--- src/rtl/cache_pkg.sv ---
// Shared types for the direct-mapped cache controller: FSM state encoding and tag-width helper.
package cache_pkg;

  typedef enum logic [3:0] {
    StIdle,
    StRead,
    StReadMiss,
    StReadMem,
    StReadData,
    StWrite,
    StWriteMiss,
    StWriteHit,
    StWriteMem,
    StWriteData,
    StEvict,
    StEvictMem
  } state_e;

  function automatic int unsigned tag_w(input int unsigned addr_w, input int unsigned index_w);
    return addr_w - index_w;
  endfunction

endpackage

--- src/rtl/mem_lat_ctr.sv ---
// Memory-latency down-counter: loaded with MEM_LAT-1 on a memory strobe, counts down to zero.
module mem_lat_ctr #(
  parameter int unsigned MEM_LAT = 4
) (
  input  logic clk_i,
  input  logic reset_i,
  input  logic load_i,
  input  logic dec_i,
  output logic zero_o
);

  localparam int unsigned CntW = $clog2(MEM_LAT + 1);

  logic [CntW-1:0] cnt_q;

  always_ff @(posedge clk_i) begin
    if (reset_i) begin
      cnt_q <= '0;
    end else if (load_i) begin
      cnt_q <= CntW'(MEM_LAT - 1);
    end else if (dec_i && (cnt_q != '0)) begin
      cnt_q <= cnt_q - CntW'(1);
    end
  end

  assign zero_o = (cnt_q == '0);

endmodule

--- src/rtl/cache_ctrl_fsm.sv ---
// Direct-mapped cache controller with tag/valid store, request FSM and hit/miss counters.
// Define CACHE_WB_EN for write-back/write-allocate with per-line dirty bits and eviction.
module cache_ctrl_fsm
  import cache_pkg::*;
#(
  parameter int unsigned ADDR_W  = 16,
  parameter int unsigned INDEX_W = 4,
  parameter int unsigned MEM_LAT = 4,
  parameter int unsigned PERF_W  = 16
) (
  input  logic              clk,
  input  logic              reset,
  input  logic              strobe,
  input  logic              rw,
  input  logic [ADDR_W-1:0] addr,
  output logic              rdy,
  output logic              w,
  output logic              wsel,
  output logic              rsel,
  output logic              mstrobe,
  output logic              mrw,
  output logic [ADDR_W-1:0] maddr,
  output logic [PERF_W-1:0] hit_cnt,
  output logic [PERF_W-1:0] miss_cnt
);

  localparam int unsigned TAG_W = tag_w(ADDR_W, INDEX_W);
  localparam int unsigned LINES = 2 ** INDEX_W;

  state_e state_q, state_d;
  logic [ADDR_W-1:0] addr_q;
  logic              rw_q;
  logic [TAG_W-1:0]  tag_q [LINES];
  logic [LINES-1:0]  valid_q;

  logic [INDEX_W-1:0] idx;
  logic [TAG_W-1:0]   addr_tag;
  logic               hit, accept, fill, count_hit, count_miss, cnt_dec, cnt_zero;

  assign idx      = addr_q[INDEX_W-1:0];
  assign addr_tag = addr_q[ADDR_W-1:INDEX_W];
  assign hit      = valid_q[idx] && (tag_q[idx] == addr_tag);

`ifdef CACHE_WB_EN
  logic [LINES-1:0] dirty_q;
  logic             set_dirty, clr_dirty, victim_dirty;
  assign victim_dirty = valid_q[idx] && dirty_q[idx];
`endif

  always_comb begin
    state_d    = state_q;
    rdy        = 1'b0;
    w          = 1'b0;
    wsel       = 1'b0;
    rsel       = 1'b0;
    mstrobe    = 1'b0;
    mrw        = 1'b0;
    maddr      = '0;
    accept     = 1'b0;
    fill       = 1'b0;
    count_hit  = 1'b0;
    count_miss = 1'b0;
    cnt_dec    = 1'b0;
`ifdef CACHE_WB_EN
    set_dirty  = 1'b0;
    clr_dirty  = 1'b0;
`endif
    case (state_q)
      StIdle: begin
        if (strobe) begin
          accept  = 1'b1;
          state_d = rw ? StWrite : StRead;
        end
      end
      StRead: begin
        count_hit  = hit;
        count_miss = !hit;
        if (hit) begin
          rdy     = 1'b1;
          state_d = StIdle;
        end else begin
`ifdef CACHE_WB_EN
          state_d = victim_dirty ? StEvict : StReadMiss;
`else
          state_d = StReadMiss;
`endif
        end
      end
      // mrw follows the latched CPU direction for the CPU's own memory access.
      StReadMiss: begin
        mstrobe = 1'b1;
        mrw     = rw_q;
        maddr   = addr_q;
        state_d = StReadMem;
      end
      StReadMem: begin
        mrw     = rw_q;
        maddr   = addr_q;
        cnt_dec = 1'b1;
        if (cnt_zero) state_d = StReadData;
      end
      StReadData: begin
        w       = 1'b1;
        wsel    = 1'b1;
        rsel    = 1'b1;
        rdy     = 1'b1;
        fill    = 1'b1;
`ifdef CACHE_WB_EN
        clr_dirty = 1'b1;
`endif
        state_d = StIdle;
      end
      StWrite: begin
        count_hit  = hit;
        count_miss = !hit;
`ifdef CACHE_WB_EN
        state_d = hit ? StWriteHit : (victim_dirty ? StEvict : StWriteMiss);
`else
        state_d = hit ? StWriteHit : StWriteMiss;
`endif
      end
`ifdef CACHE_WB_EN
      StWriteHit: begin
        w         = 1'b1;
        set_dirty = 1'b1;
        rdy       = 1'b1;
        state_d   = StIdle;
      end
      StWriteMiss: begin
        w         = 1'b1;
        fill      = 1'b1;
        set_dirty = 1'b1;
        rdy       = 1'b1;
        state_d   = StIdle;
      end
`else
      StWriteHit: begin
        w       = 1'b1;
        mstrobe = 1'b1;
        mrw     = rw_q;
        maddr   = addr_q;
        state_d = StWriteMem;
      end
      StWriteMiss: begin
        mstrobe = 1'b1;
        mrw     = rw_q;
        maddr   = addr_q;
        state_d = StWriteMem;
      end
`endif
      StWriteMem: begin
        mrw     = rw_q;
        maddr   = addr_q;
        cnt_dec = 1'b1;
        if (cnt_zero) state_d = StWriteData;
      end
      StWriteData: begin
        rdy     = 1'b1;
        state_d = StIdle;
      end
`ifdef CACHE_WB_EN
      StEvict: begin
        mstrobe = 1'b1;
        mrw     = 1'b1;
        maddr   = {tag_q[idx], idx};
        state_d = StEvictMem;
      end
      StEvictMem: begin
        mrw     = 1'b1;
        maddr   = {tag_q[idx], idx};
        cnt_dec = 1'b1;
        if (cnt_zero) begin
          clr_dirty = 1'b1;
          state_d   = rw_q ? StWriteMiss : StReadMiss;
        end
      end
`endif
      default: state_d = StIdle;
    endcase
  end

  always_ff @(posedge clk) begin
    if (reset) begin
      state_q  <= StIdle;
      addr_q   <= '0;
      rw_q     <= 1'b0;
      valid_q  <= '0;
      hit_cnt  <= '0;
      miss_cnt <= '0;
    end else begin
      state_q <= state_d;
      if (accept) begin
        addr_q <= addr;
        rw_q   <= rw;
      end
      if (fill) valid_q[idx] <= 1'b1;
      if (count_hit && (hit_cnt != '1)) hit_cnt <= hit_cnt + PERF_W'(1);
      if (count_miss && (miss_cnt != '1)) miss_cnt <= miss_cnt + PERF_W'(1);
    end
  end

  always_ff @(posedge clk) begin
    if (!reset && fill) tag_q[idx] <= addr_tag;
  end

`ifdef CACHE_WB_EN
  always_ff @(posedge clk) begin
    if (reset) begin
      dirty_q <= '0;
    end else if (set_dirty) begin
      dirty_q[idx] <= 1'b1;
    end else if (clr_dirty) begin
      dirty_q[idx] <= 1'b0;
    end
  end
`endif

  mem_lat_ctr #(
    .MEM_LAT(MEM_LAT)
  ) u_mem_lat_ctr (
    .clk_i  (clk),
    .reset_i(reset),
    .load_i (mstrobe),
    .dec_i  (cnt_dec),
    .zero_o (cnt_zero)
  );

endmodule
--- config.mk ---
export PLATFORM = sky130hd
export DESIGN_NAME = cache_ctrl_fsm
export DESIGN_NICKNAME = d
export VERILOG_FILES = /design/src/rtl/cache_pkg.sv /design/src/rtl/mem_lat_ctr.sv /design/src/rtl/cache_ctrl_fsm.sv
export SDC_FILE = /design/constraint.sdc
export NUM_CORES = 1
export LEC_CHECK = 0
export CORE_MARGIN = 5
export CORE_UTILIZATION = 41
export CTS_CLUSTER_DIAMETER = 200
export DETAILED_ROUTE_END_ITERATION = 8
export GPL_TIMING_DRIVEN = 0
export SKIP_CTS_REPAIR_TIMING = 1
export SLEW_MARGIN = 40
export SYNTH_ARGS = -nofsm -noshare
export SYNTH_HDL_FRONTEND = slang
export SYNTH_HIERARCHICAL = 1
export SYNTH_SLANG_ARGS = --single-unit
--- constraint.sdc ---
create_clock -name clk -period 3.96 [get_ports clk]
set_input_delay 0.396 -clock clk [delete_from_list [all_inputs] [get_ports clk]]
set_output_delay 0.396 -clock clk [all_outputs]
set_load 0.1 [all_outputs]
==> reports/metrics.cfg <==
[status]
status = completed

[placed_design]
dpl_cell_area_sq_um = 12600
detailed_place_hpwl_mm = 20.8
gp_congestion = 0.864
portBuffers = 73

[yosys]
synth_flop_cell = edfxtp_1
avgSynthCellArea_sq_um = 13.8
synthDistinctLibCells = 67
yosys_warnings = 6
async_flop_share_pct = 0
synth_enable_flop_cells = 192
syn_nets = 851
ys_seq_area_share_pct = 63.8
ys_seq_elements = 268
netlist_area_sq_um = 11400
netlist_instances = 827

[detailed_routing]
drt-met1-wl_mm = 13.4
wl_mm = 30.8
vias = 7616
dr.pass1.iters = 4
drtIter0Drc = 494
post-route-drc-count = 0
ant_nets = 0
dr_wl_met2_mm = 15.1
wl_met3_mm = 1.80
dr.max_layer_used = met4
via_per_inst = 5.54
post_drt_wl_per_cell_um = 22.4

[sta]
hold_viol = 0
rsz0062_at_grt = true
setup_tns_ps = 0
worst_pin_slew_ps = 819
slew_headroom_pct = 45.3
finalSetupViolations = 0
fin_skew_ps = 9.46
fmax_mhz = 257
fin_crit_sh_pct = 98.3
drv_slew = 0
whs_ps = 433
min_period_ps = 3890

[final_layout]
fin_area_sq_um = 14200
diodes = 0
area_delta_synth_final_pct = 23.9
drive_gt1_share_pct = 26.5
nets = 1001
final_core_util_pct = 51.2
fillers = 2393

[pwr]
p_leak_nw = 4.95
max-vdd-ir-drop_mv = 0.316
powerDensity_nw_per_um2 = 517

[die]
core_sq_um = 27600
dieHeight_um = 177
io_pins = 74
die_x_um = 177
die-area_sq_um = 31300
initial_core_util_pct = 41.3
num_rows = 61

[clocking]
htreeDepth = 1
cts-root-buf = clkbuf_16
clock_latency_ps = 520
cts.clk_slew.worst_paths_ps = 60
cts.sinks = 268
cts_buffer_depth = 3
cts_buffers = 27
cts_tree = done

[global_routing]
antenna_found_initial = 0
grt_pass1_wl_mm = 45.4
grt_pass1_vias = 7356
grt_start_max_net_pins = 25
gr-total-overflow = 0
track_usage_pct = 19.0

[worst_setup_path]
cpMaxStageDelayCell = mux4_2
cp.required_ps = 3560
cp_num_buf_inv = 5
worstPathCellList = buf_6 > buf_12 > mux4_2 > xnor2_2 > a21oi_1 > a31oi_1 > nand4_1 > a2111oi_4 > buf_6 > buf_12 > o21ai_2 > a21oi_2 > buf_12
cp_max_fo = 8
crit_family = compound AO/OA/AOI/OAI gates
critical_path_class = register to output port
arrival_ps = 3500
start_kind = register
cpPeakStageDelay_ps = 520
crit_top_cell = buf_12
end_kind = output port

[job]
max_cap_violations = 0

[min_path]
hold_class = input pin to register

-- synth_stat cells (6+ instances only) --
master	n	area share, %
and2_1	8	0.44
buf_4	6	0.39
o31ai_1	15	0.99
nor2_1	31	1.0
nand2_1	52	1.7
nor3_1	9	0.39
a21oi_1	46	2.0
o21ai_0	11	0.48
nand4_1	8	0.44
mux2_2	19	1.9
or2_2	7	0.38
nand3_1	32	1.4
nand2b_1	7	0.38
inv_1	9	0.30
clkbuf_1	27	0.89
buf_2	11	0.48
mux2i_1	39	3.4
edfxtp_1	192	50
nor2b_1	32	1.8
or4_1	14	0.92
dfxtp_1	76	13
mux4_2	30	5.9
a21o_1	17	1.1
and3_1	16	0.88
xnor2_1	12	0.92
or3_1	9	0.49
-- power breakdown --
group	internal (W)	total (W)	leakage (nW)	switching, W
clock network	0.00151	0.00256	0.421	0.00104
logic	0.000583	0.00147	2.15	0.000889
registers	0.00314	0.00329	2.38	0.000147
-- final cells by class --
| cell class | instances | area [sq um] | area share (%) |
|---|---|---|---|
| clock inverter | 11 | 139 | 0.981 |
| buffer | 48 | 389 | 2.75 |
| timing repair buffer | 122 | 998 | 7.06 |
| clock buffer | 38 | 748 | 5.29 |
| inverter | 10 | 41.3 | 0.292 |
| tap | 378 | 473 | 3.34 |
| sequential | 268 | 7300 | 51.6 |
| multi-input combinational | 500 | 4060 | 28.7 |
-- worst min-delay path, stage by stage --
cell             delay, ps
clkdlybuf4s50_1        400
nand2_1                 60
a21oi_1                 50
-- flip-flops by register name (all words and copies together) (netlist names), named ones only --
register and cells:
rw_q 1, valid_q 16, addr_q 16, tag_q 192, u_mem_lat_ctr/cnt_q 3, state_q 4
hit_cnt 16, miss_cnt 16
-- per-layer routing --
metal  global-route usage, %  vias up
met5                       0        -
met4                    4.09        0
met3                    3.29       31
met2                    31.6      269
met1                    26.4     3816
li1                        -     3500
-- final timing paths --
check	depth (start not counted)	slack [ps]	start	end
worst max-delay path	13	70	register	rdy
worst min-delay path	3	430	addr[8]	addr_q[8]
worst min register to register	1	450	valid_q[14]	valid_q[14]
worst max register to register	13	460	register	hit_cnt[11]
-- cells by family after synthesis --
family                     after synthesis  synth area share [%]
and+or+nand+nor                        250                  12.0
xor gates and xnor gates                17                  1.30
muxes                                   90                  11.4
DFF                                    268                  63.8
adders and majority gates                4                 0.438
AOI/OAI and AO/OA                      139                  8.44
buffers and inverters                   59                  2.59
-- cell usage in the layout (no fill, tap or decap), drive strengths merged, types with 7 or more instances in the layout --
master,count
nor2,32
a21oi,46
nand4,8
dfxtp,76
inv,9
a21o,17
nand3,32
clkdlybuf4s50,19
edfxtp,192
clkbuf,71
xnor2,12
nor2b,33
or2,7
nor3,9
nand2b,8
o31ai,15
o21ai,11
mux2i,39
or4,14
mux4,30
mux2,21
or3,9
nand2,52
buf,118
and3,16
and2,8
-- metrics by stage --
step / power, W / setup slack, ps / std cells
floorplan: 0.00424 / 36.3 / 827
global placement: 0.00463 / -1700 / 1278
detailed placement: 0.00462 / -962 / 1293
CTS: 0.00716 / -1540 / 1342
global route: 0.00759 / -68.6 / 1375
finish: 0.00731 / 67.0 / 1375
(Power assumes the default switching activity.)
